[src/rtl/id_ex_operand_stage.sv]
`default_nettype none
// ============================================================================
// Module      : id_ex_operand_stage
// Description : ID->EX pipeline boundary. Resolves register-file operands
//               with EX/MEM/WB forwarding, detects load-use hazards, requests
//               a one-cycle stall, and registers operands/control into the
//               ID/EX pipeline register with bubble, flush and stall counter.
// Revision    : 1.0 - initial release
// ============================================================================
module id_ex_operand_stage #(
   parameter int DW = 32,
   parameter int AW = 5,
   parameter int CW = 32
) (
   input  logic          clk,
   input  logic          rst,
   input  logic          id_valid,
   input  logic [AW-1:0] id_rs_addr,
   input  logic [AW-1:0] id_rt_addr,
   input  logic          id_uses_rs,
   input  logic          id_uses_rt,
   input  logic [AW-1:0] id_rd_addr,
   input  logic          id_wr_en,
   input  logic          id_is_load,
   input  logic [DW-1:0] rf_r1_dout,
   input  logic [DW-1:0] rf_r2_dout,
   input  logic [DW-1:0] ex_alu_result,
   input  logic          mem_wr,
   input  logic [AW-1:0] mem_addr,
   input  logic [DW-1:0] mem_data,
   input  logic          wb_wr,
   input  logic [AW-1:0] wb_addr,
   input  logic [DW-1:0] wb_data,
   input  logic          flush,
   output logic          stall_out,
   output logic          ex_valid,
   output logic [DW-1:0] ex_rs_val,
   output logic [DW-1:0] ex_rt_val,
   output logic [AW-1:0] ex_rd_addr,
   output logic          ex_wr_en,
   output logic          ex_is_load,
   output logic [CW-1:0] stall_cnt
);

   logic [DW-1:0] w_rs_res;
   logic [DW-1:0] w_rt_res;
   logic          w_hz;

   // Youngest producer wins: EX (non-load only) > MEM > WB > register file.
   // WB must be checked because the reg file returns the pre-write value
   // during the cycle the write is happening.
   function automatic logic [DW-1:0] resolve(input logic [AW-1:0] addr,
                                             input logic [DW-1:0] rf_val);
      logic [DW-1:0] v;
      if (addr == '0)
         v = '0;
      else if (ex_valid && ex_wr_en && !ex_is_load && (ex_rd_addr == addr))
         v = ex_alu_result;
      else if (mem_wr && (mem_addr == addr))
         v = mem_data;
      else if (wb_wr && (wb_addr == addr))
         v = wb_data;
      else
         v = rf_val;
      return v;
   endfunction

   // Operand resolution for both sources.
   always_comb begin
      w_rs_res = resolve(id_rs_addr, rf_r1_dout);
      w_rt_res = resolve(id_rt_addr, rf_r2_dout);
   end

   // Load-use hazard: a load in EX cannot forward, so a dependent ID
   // instruction waits one cycle and then picks the value up from MEM.
   always_comb begin
      w_hz = id_valid && ex_valid && ex_is_load && ex_wr_en &&
             (ex_rd_addr != '0) &&
             ((id_uses_rs && (id_rs_addr == ex_rd_addr)) ||
              (id_uses_rt && (id_rt_addr == ex_rd_addr)));
      stall_out = w_hz && !flush;
   end

   // ID/EX pipeline register: flush beats hazard; both insert a bubble.
   // Operands and rd are left untouched on a bubble since ex_valid=0.
   always_ff @(posedge clk) begin
      if (rst) begin
         ex_valid   <= 1'b0;
         ex_rs_val  <= '0;
         ex_rt_val  <= '0;
         ex_rd_addr <= '0;
         ex_wr_en   <= 1'b0;
         ex_is_load <= 1'b0;
         stall_cnt  <= '0;
      end else if (flush) begin
         ex_valid   <= 1'b0;
         ex_wr_en   <= 1'b0;
         ex_is_load <= 1'b0;
      end else if (w_hz) begin
         ex_valid   <= 1'b0;
         ex_wr_en   <= 1'b0;
         ex_is_load <= 1'b0;
         if (stall_cnt != '1)
            stall_cnt <= stall_cnt + CW'(1);
      end else begin
         ex_valid   <= id_valid;
         ex_rd_addr <= id_rd_addr;
         ex_wr_en   <= id_wr_en && id_valid;
         ex_is_load <= id_is_load && id_valid;
         ex_rs_val  <= w_rs_res;
         ex_rt_val  <= w_rt_res;
      end
   end

endmodule
`default_nettype wire

[config.mk]
export PLATFORM = sky130hd
export DESIGN_NAME = id_ex_operand_stage
export DESIGN_NICKNAME = d
export VERILOG_FILES = /design/src/rtl/id_ex_operand_stage.sv
export SDC_FILE = /design/constraint.sdc
export NUM_CORES = 1
export LEC_CHECK = 0
export BUFFER_PORTS_ARGS = -buffer_cell sky130_fd_sc_hd__buf_2
export CAP_MARGIN = 30
export CORE_ASPECT_RATIO = 2
export CORE_MARGIN = 5
export CORE_UTILIZATION = 50
export DETAILED_ROUTE_END_ITERATION = 10
export MAX_ROUTING_LAYER = met4
export PLACE_DENSITY = 0.87
export SYNTH_ARGS = -nofsm -noshare
export SYNTH_HDL_FRONTEND = slang
export SYNTH_SLANG_ARGS = --single-unit
[constraint.sdc]
create_clock -name clk -period 4.4 [get_ports clk]
set_clock_uncertainty 0.15 [all_clocks]
set_input_delay 1.32 -clock clk [delete_from_list [all_inputs] [get_ports clk]]
set_output_delay 1.32 -clock clk [all_outputs]
set_load 0.05 [all_outputs]
==> results of run 1 <==
-- kinds of logic (layout without fill, tap and decap cells) --
group	count (synthesis)	count (layout)	share of synthesized area, %
AO/OA/AOI/OAI	171	171	24.2
adder cells (fa/ha/maj)	1	1	0.210
multiplexers	78	78	13.6
buffers and inverters	53	334	3.98
other	0	1	0
XOR/XNOR	33	33	4.84
flip-flops	104	104	34.9
AND/OR/NAND/NOR	208	208	18.3
-- per-layer routing --
metal | GRT usage [%] | part of all wire, % | vias up
li1 | - | - | 3045
met1 | 31.1 | 33 | 3154
met2 | 55.6 | 53 | 388
met3 | 5.59 | 9.5 | 86
met4 | 17.0 | 5.3 | 0
met5 | - | 0 | -
-- critical path, stage by stage --
cell	delay (ps)
buf_2	80
nand4_1	110
a21oi_2	250
nor2b_1	300
and2_1	190
buf_2	270
-- registers in the layout, indices dropped and copies added, names as in the netlist --
signal,flops
ex_is_load,1
ex_rd_addr,5
ex_rs_val,32
ex_rt_val,32
ex_valid,1
ex_wr_en,1
stall_cnt,32
-- Yosys cell counts, types with 2 or more instances --
master    count
o31ai_1       3
nor3b_2       2
inv_1         2
nand3_1      17
a21oi_1      20
buf_2        13
nor2b_1       8
o22a_1       64
nand4_1      16
nor3_1       10
or3_1        18
mux2_1        3
xnor2_1      14
dfxtp_1     104
mux2_4        5
and2_1        3
nor4_1        5
xor2_1       19
nor2_1       27
buf_6         3
o21ai_1      14
a32o_1       64
clkbuf_1     35
and4_1        2
or4_1         5
and3_1        9
mux2i_1      70
o21ai_0       3
nand2_1      75
-- power by group --
group | switching (W) | total, W | internal (W)
Combinational | 0.000320 | 0.000499 | 0.000179
Clock | 0.000362 | 0.000764 | 0.000402
Sequential | 0.0000259 | 0.00101 | 0.000983
-- area by class of cell --
cell class                      count  area [sq um]
Antenna cell                        1          2.50
Fill cell                         975          3820
Timing Repair Buffer              317          1660
Inverter                            2          7.51
Clock inverter                      5          42.5
Clock buffer                       10           239
Tap cell                          145           181
Multi-Input combinational cell    491          3670
Sequential cell                   104          2080
-- per-stage QoR --
step | setup slack, ps | area [sq um]
2_1_floorplan | 515 | 5970
3_3_place_gp | 471 | 7600
3_5_place_dp | 410 | 7600
4_1_cts | 409 | 7880
5_1_grt | 306 | 7880
6_report | 397 | 7890
-- worst paths after layout --
path	start	endpoint	slack (ps)
worst max-delay path	id_valid	stall_out	400
worst min-delay path	ex_rt_val[20]	ex_rt_val[20]	310
worst max register to register	stall_cnt[0]	stall_cnt[22]	1480
worst min register to register	ex_rt_val[20]	ex_rt_val[20]	310
==> impl_metrics.py, run 1 <==
metrics = {
    "route": {
        "routed_wl_microns": 22900,
        "ant_nets": 0,
        "vias_per_cell": 6.21,
        "drtPass1Iterations": 6,
        "drc_errors": 0,
        "vias": 6673,
        "drt-initial-drc-count": 353,
        "avgRoutedWirePerCell_microns": 21.3,
    },
    "timing": {
        "max_freq_mhz": 250,
        "hold_viol_final": 0,
        "fin_crit_ps": 4000,
        "worst-slew-pin-transition_ps": 966,
        "drv_slew": 0,
        "holdWs_ps": 314,
        "fin_crit_sh_pct": 91.0,
        "fin_tns_setup_ps": 0,
        "slew_headroom_pct": 35.6,
        "rsz0062_at_grt": "no",
        "setup_violations": 0,
    },
    "synthesis": {
        "synth_area_per_cell_sq_um": 9.21,
        "synth_cells": 648,
        "synth_area_sq_mm": 0.00597,
        "synth_fp_nets": 844,
        "async_flop_share_pct": 0,
        "ys_seq_area_share_pct": 34.9,
        "yosysTopAreaCell": "dfxtp_1",
        "ys_types": 44,
        "synthFlopType": "dfxtp_1",
        "synth_top_area_share_pct": 34.9,
        "yosys-top-cells-area": "dfxtp_1 35%, mux2i_1 12%, a32o_1 11%",
        "synth_edf_count": 0,
        "yosysWarningCount": 0,
        "ys_ff_latch": 104,
    },
    "grt": {
        "grt_max_degree": 51,
        "overflow": 0,
        "antenna_found_initial": 0,
        "grt_pass1_wl_microns": 34100,
        "first_global_vias": 6572,
        "grt_usage_pct": 31.1,
    },
    "floorplan": {
        "die-area_sq_mm": 0.0144,
        "design.core.area_sq_mm": 0.0117,
        "row_count": 56,
        "die_y_microns": 165,
        "pin_count": 300,
        "die_x_microns": 87.3,
        "initial_core_util_pct": 51.0,
    },
    "clocking": {
        "clock_latency_ps": 340,
        "cts_resized": 0,
        "post_cts_buffers": 0,
        "htree_levels": 3,
        "cts_tree": "done",
        "clockBufferDepth": 2,
        "holdBufCountCts": 0,
        "cts.clk_slew.worst_paths_ps": 60,
        "cts-buffers-inserted": 9,
        "clockRootBuffer": "clkbuf_16",
        "cts_sinks": 104,
    },
    "pwr": {
        "vdd_drop_max_v": 0.000203,
        "powerDensity_mw_per_mm2": 288,
        "power_leakage_nw": 3.44,
        "power.total_w": 0.00227,
    },
    "critical_path": {
        "arrival_ps": 2530,
        "required_ps": 2930,
        "crit_fanout": 4,
        "endpoint_kind": "output port",
        "worst-setup-path-type": "input pin to output port",
        "reg2reg_depth": 7,
        "start_kind": "input pin",
    },
    "placement": {
        "place_congestion": 0.926,
        "hpwl_microns": 17700,
        "place_inst": 1059,
        "portBuffers": 299,
    },
    "min_path": {
        "min_path_cells": 1,
        "hold_class": "register to register",
    },
    "cells_and_area": {
        "final_cell_mix": "299 x buf_2, 104 x dfxtp_1, 75 x nand2_1, 70 x mux2i_1",
        "nets": 1121,
        "syn_to_final_growth_pct": 32.1,
        "stdcell_count": 1075,
        "final_util_pct": 67.4,
        "layout_commonest_cell": "buf_2",
        "drive_gt1_share_pct": 37.9,
    },
    "run_status": {
        "status": "completed",
    },
    "job": {
        "drv_cap": 0,
    },
}
Power figures use the tool's default switching activity.
==> run 2, diff against run 1 <==
Settings changed: CELL_PAD_IN_SITES_DETAIL_PLACEMENT set to 1, CELL_PAD_IN_SITES_GLOBAL_PLACEMENT set to 2, CORE_UTILIZATION 50 to 26, GPL_TIMING_DRIVEN set to 0, PLACE_DENSITY 0.87 to not set, PLACE_DENSITY_LB_ADDON set to 0.1.
Clock period 4.4 ns to 4.6 ns, I/O delays scaled along.
==> run 2 against run 1 <==
Net effect: sequential power is 5% lower; non-clock buffer count is 33 higher; total power rose by 3.0%; largest power group unchanged; critical path depth stayed put; largest cell class unchanged; sequential cell count unchanged; clock power is 17% higher; cell area is 3.5% higher; register-to-register slack better by 140 ps; hold slack worse by 1.1 ps.
==> impl_metrics.py, run 2 (same netlist as run 1, synthesis figures left out) <==
metrics = {
    "run_status": {
        "status": "completed",
    },
    "cells_and_area": {
        "syn_to_final_growth_pct": 36.8,
        "reg_top3": "ex_rs_val (32), ex_rt_val (32), stall_cnt (32)",
        "layout_commonest_cell": "buf_2",
        "drive_gt1_share_pct": 35.8,
        "final_cell_mix": "312 x buf_2, 104 x dfxtp_1, 75 x nand2_1, 70 x mux2i_1",
        "stdcell_count": 1249,
        "nets": 1154,
        "n_fill_cell": 2808,
    },
    "critical_path": {
        "required_ps": 3070,
        "crit_buf_inv": 2,
        "endpoint_kind": "output port",
        "path_common_cell": "buf_2",
        "worst-setup-path-type": "input pin to output port",
        "crit_family": "buffers and inverters",
        "slowest_stage": "o22ai_2",
        "start_kind": "input pin",
        "crit_chain": "buf_2 > xnor2_1 > nand3_1 > o22ai_2 > and2_1 > buf_2",
        "cpPeakStageDelay_ps": 440,
        "arrival_ps": 2840,
        "crit_fanout": 6,
    },
    "grt": {
        "grt_pass1_wl_microns": 41600,
        "antenna_found_initial": 6,
        "overflow": 0,
        "grt_max_degree": 16,
        "first_global_vias": 7116,
        "grt_usage_pct": 21.9,
    },
    "clocking": {
        "post_cts_buffers": 0,
        "clockBufferDepth": 2,
        "holdBufCountCts": 0,
        "cts.clk_slew.worst_paths_ps": 70,
        "cts_resized": 0,
        "cts_tree": "done",
        "cts_sinks": 104,
        "htree_levels": 3,
        "clockRootBuffer": "clkbuf_16",
        "clock_latency_ps": 360,
        "cts-buffers-inserted": 9,
    },
    "min_path": {
        "hold_class": "register to register",
    },
    "floorplan": {
        "initial_core_util_pct": 26.4,
        "die_y_microns": 224,
        "die-area_sq_mm": 0.0263,
        "die_x_microns": 117,
        "design.core.area_sq_mm": 0.0226,
        "row_count": 78,
        "pin_count": 300,
    },
    "timing": {
        "rsz0062_at_grt": "no",
        "fin_crit_ps": 4370,
        "max_freq_mhz": 229,
        "hold_viol_final": 0,
        "fin_tns_setup_ps": 0,
        "worst-slew-pin-transition_ps": 743,
        "slew_headroom_pct": 50.5,
        "drv_slew": 0,
        "fin_crit_sh_pct": 94.9,
        "setup_violations": 0,
        "holdWs_ps": 313,
    },
    "pwr": {
        "powerDensity_mw_per_mm2": 287,
        "vdd_drop_max_v": 0.000144,
        "power_leakage_nw": 3.49,
    },
    "placement": {
        "place_congestion": 0.810,
        "hpwl_microns": 23300,
        "portBuffers": 299,
        "place_inst": 1227,
    },
    "route": {
        "vias": 6537,
        "vias_per_cell": 5.23,
        "ant_nets": 0,
        "routed_wl_microns": 28600,
        "avgRoutedWirePerCell_microns": 22.9,
        "drc_errors": 0,
        "drt-initial-drc-count": 262,
        "drtPass1Iterations": 4,
    },
    "job": {
        "drv_cap": 0,
    },
}
==> run 2: changes by cell type in the layout (fill, tap and decap cells not counted), sizes merged <==
cell,before,now
diode,1,6
clkinvlp,3,0
inv,3,2
clkbuf,10,49
buf,317,315
clkinv,1,0
bufinv,0,2
==> run 2: final timing paths <==
kind	slack, ps	cells after the start	from	to
worst max-delay path	230	6	id_rs_addr[2]	stall_out
worst min-delay path	310	1	ex_rs_val[15]	ex_rs_val[15]
worst max register to register	1620	7	ex_rd_addr[2]	ex_rt_val[15]
worst min register to register	310	1	ex_rs_val[15]	ex_rs_val[15]
==> run 2: stage by stage <==
stage	power, W	instance area (sq um)	setup WS, ps	util (%)
after floorplan	0.00127	5970	595	-
after global placement	0.00147	7820	239	34.5
after detailed placement	0.00148	7820	222	34.5
after CTS	0.00238	8150	219	36.0
after global routing	0.00245	8160	89.8	36.1
final	0.00234	8160	234	36.1
==> run 2: per-layer routing <==
metal | wire [microns] | global-route usage, % | vias to the layer above | part of all wire, %
met2 | 16100 | 41.3 | 220 | 56
met4 | 1060 | 10.0 | 0 | 3.7
met5 | 0 | - | - | 0
li1 | - | - | 3108 | -
met3 | 1750 | 4.17 | 54 | 6.1
met1 | 9700 | 20.7 | 3155 | 34
==> run 2: area by class of cell <==
cell class | count | area [sq um] | area share [%]
diodes | 6 | 15.0 | 0.184
plain buffers | 51 | 230 | 2.82
clock buffers | 14 | 274 | 3.36
clock inverters | 2 | 60.1 | 0.736
inverters | 2 | 7.51 | 0.0920
multi-input cells | 491 | 3650 | 44.7
flip-flops and latches | 104 | 2080 | 25.5
well taps | 280 | 350 | 4.29
repair buffers | 299 | 1500 | 18.3
==> run 2: where the power goes <==
group	switching, W	internal (W)
Sequential	0.0000230	0.000941
Clock	0.000369	0.000523
Combinational	0.000315	0.000170
==> run 3, diff against run 2 <==
Settings changed: CTS_CLUSTER_DIAMETER set to 50, RECOVER_POWER set to 50.
==> run 3 against run 2 <==
Net effect: die area stayed put; hold slack improved by 3.0 ps; setup slack gained 8.0 ps; final cell count is the same; sequential share of layout area grew 0.41 points; clock power hardly changed; global-route usage stayed put; clock-buffer cell count unchanged; critical endpoint unchanged.
==> impl_metrics.py, run 3 (same netlist as run 1, synthesis figures left out) <==
metrics = {
    "run_status": {
        "status": "completed",
    },
    "pwr": {
        "power.switching_w": 0.000705,
        "clkPwrFrac_pct": 38.2,
        "pwr-share-seq_pct": 41.5,
        "vdd_drop_max_v": 0.000143,
        "swShare_pct": 30.3,
        "power.total_w": 0.00233,
        "powerDensity_mw_per_mm2": 290,
        "p_comb_share_pct": 20.3,
        "internal_power_w": 0.00162,
        "power_leakage_nw": 3.07,
    },
    "cells_and_area": {
        "final_cell_mix": "208 x buf_2, 141 x clkbuf_1, 104 x dfxtp_1, 75 x nand2_1, 70 x mux2i_1",
        "drive_gt1_share_pct": 25.0,
        "nets": 1154,
        "reg_top3": "ex_rs_val (32), ex_rt_val (32), stall_cnt (32)",
        "syn_to_final_growth_pct": 34.6,
        "stdcell_count": 1249,
        "layout_commonest_cell": "buf_2",
        "fin_area_sq_mm": 0.00803,
    },
    "route": {
        "highest_layer": "met4",
        "drt-initial-drc-count": 250,
        "routed_wl_microns": 28700,
        "vias": 6530,
        "dr_wl_met2_microns": 16200,
        "vias_per_cell": 5.23,
        "avgRoutedWirePerCell_microns": 23.0,
        "route.met3.wl_microns": 1850,
        "drtPass1Iterations": 4,
        "drc_errors": 0,
        "ant_nets": 0,
        "drt-met1-wl_microns": 9610,
    },
    "placement": {
        "placed_area_sq_mm": 0.00782,
        "place_inst": 1227,
        "place_congestion": 0.810,
        "portBuffers": 299,
        "hpwl_microns": 23300,
    },
    "grt": {
        "overflow": 0,
        "antenna_found_initial": 6,
        "first_global_vias": 7116,
        "grt_pass1_wl_microns": 41600,
        "grt_usage_pct": 21.9,
        "grt_max_degree": 16,
    },
    "critical_path": {
        "crit_fanout": 6,
        "arrival_ps": 2830,
        "start_kind": "input pin",
        "endpoint_kind": "output port",
        "required_ps": 3070,
        "worst-setup-path-type": "input pin to output port",
    },
    "clocking": {
        "clock_latency_ps": 360,
        "cts_tree": "done",
        "post_cts_buffers": 0,
        "clockBufferDepth": 2,
        "cts.clk_slew.worst_paths_ps": 70,
        "holdBufCountCts": 0,
        "cts-buffers-inserted": 9,
        "cts_sinks": 104,
        "htree_levels": 3,
        "cts_resized": 0,
        "clockRootBuffer": "clkbuf_16",
    },
    "timing": {
        "slew_headroom_pct": 50.8,
        "drv_slew": 0,
        "holdWs_ps": 316,
        "fin_crit_ps": 4360,
        "hold_viol_final": 0,
        "max_freq_mhz": 229,
        "fin_crit_sh_pct": 94.7,
        "setup_violations": 0,
        "worst-slew-pin-transition_ps": 739,
        "rsz0062_at_grt": "no",
        "fin_tns_setup_ps": 0,
    },
    "floorplan": {
        "design.core.area_sq_mm": 0.0226,
        "die_y_microns": 224,
        "die_x_microns": 117,
        "die-area_sq_mm": 0.0263,
        "pin_count": 300,
        "initial_core_util_pct": 26.4,
        "row_count": 78,
    },
    "job": {
        "drv_cap": 0,
    },
    "min_path": {
        "hold_class": "register to register",
    },
}
[run 3: cell types whose count changed in the layout (fill, tap and decap cells not counted)]
cell and change:
buf_2 -104, clkbuf_1 +104
[run 3: final timing paths]
path | from | endpoint | slack (ps) | depth (start not counted)
max | id_rs_addr[2] | stall_out | 240 | 6
min | ex_rs_val[15] | ex_rs_val[15] | 320 | 1
max reg2reg | ex_rd_addr[2] | ex_rt_val[15] | 1630 | 7
min reg2reg | ex_rs_val[15] | ex_rs_val[15] | 320 | 1
[run 3: worst max-delay path, cell delays in order]
cell and delay [ps]:
buf_2 160, xnor2_1 130, nand3_1 160, o22ai_2 430, and2_1 270, buf_2 290
[run 3: through the flow]
step,util (%),setup slack (ps)
detailed placement,34.5,222
global route,35.5,89.8
floorplan,-,595
finish,35.5,242
CTS,36.0,219
global placement,34.5,239
[run 3: cell type report]
| class | instances | area, sq um |
|---|---|---|
| sequential | 104 | 2080 |
| antenna | 6 | 15.0 |
| clock inverter | 2 | 60.1 |
| tap | 280 | 350 |
| multi-input combinational | 491 | 3650 |
| fill | 2839 | 14600 |
| inverter | 2 | 7.51 |
| clock buffer | 14 | 274 |
| timing repair buffer | 299 | 1370 |
| buffer | 51 | 230 |
[run 3: per-layer routing]
layer	global-route usage [%]	vias to the layer above
met3	4.17	54
met5	-	-
li1	-	3110
met2	41.3	229
met1	20.7	3137
met4	10.0	0
[run 3: power groups by stage]
stage          clock [W]  combinational [W]  sequential, W
2_1_floorplan          0           0.000143        0.00112
3_3_place_gp           0           0.000486       0.000983
3_5_place_dp           0           0.000490       0.000985
4_1_cts         0.000922           0.000491       0.000964
5_1_grt         0.000959           0.000508       0.000970
6_report        0.000889           0.000473       0.000965
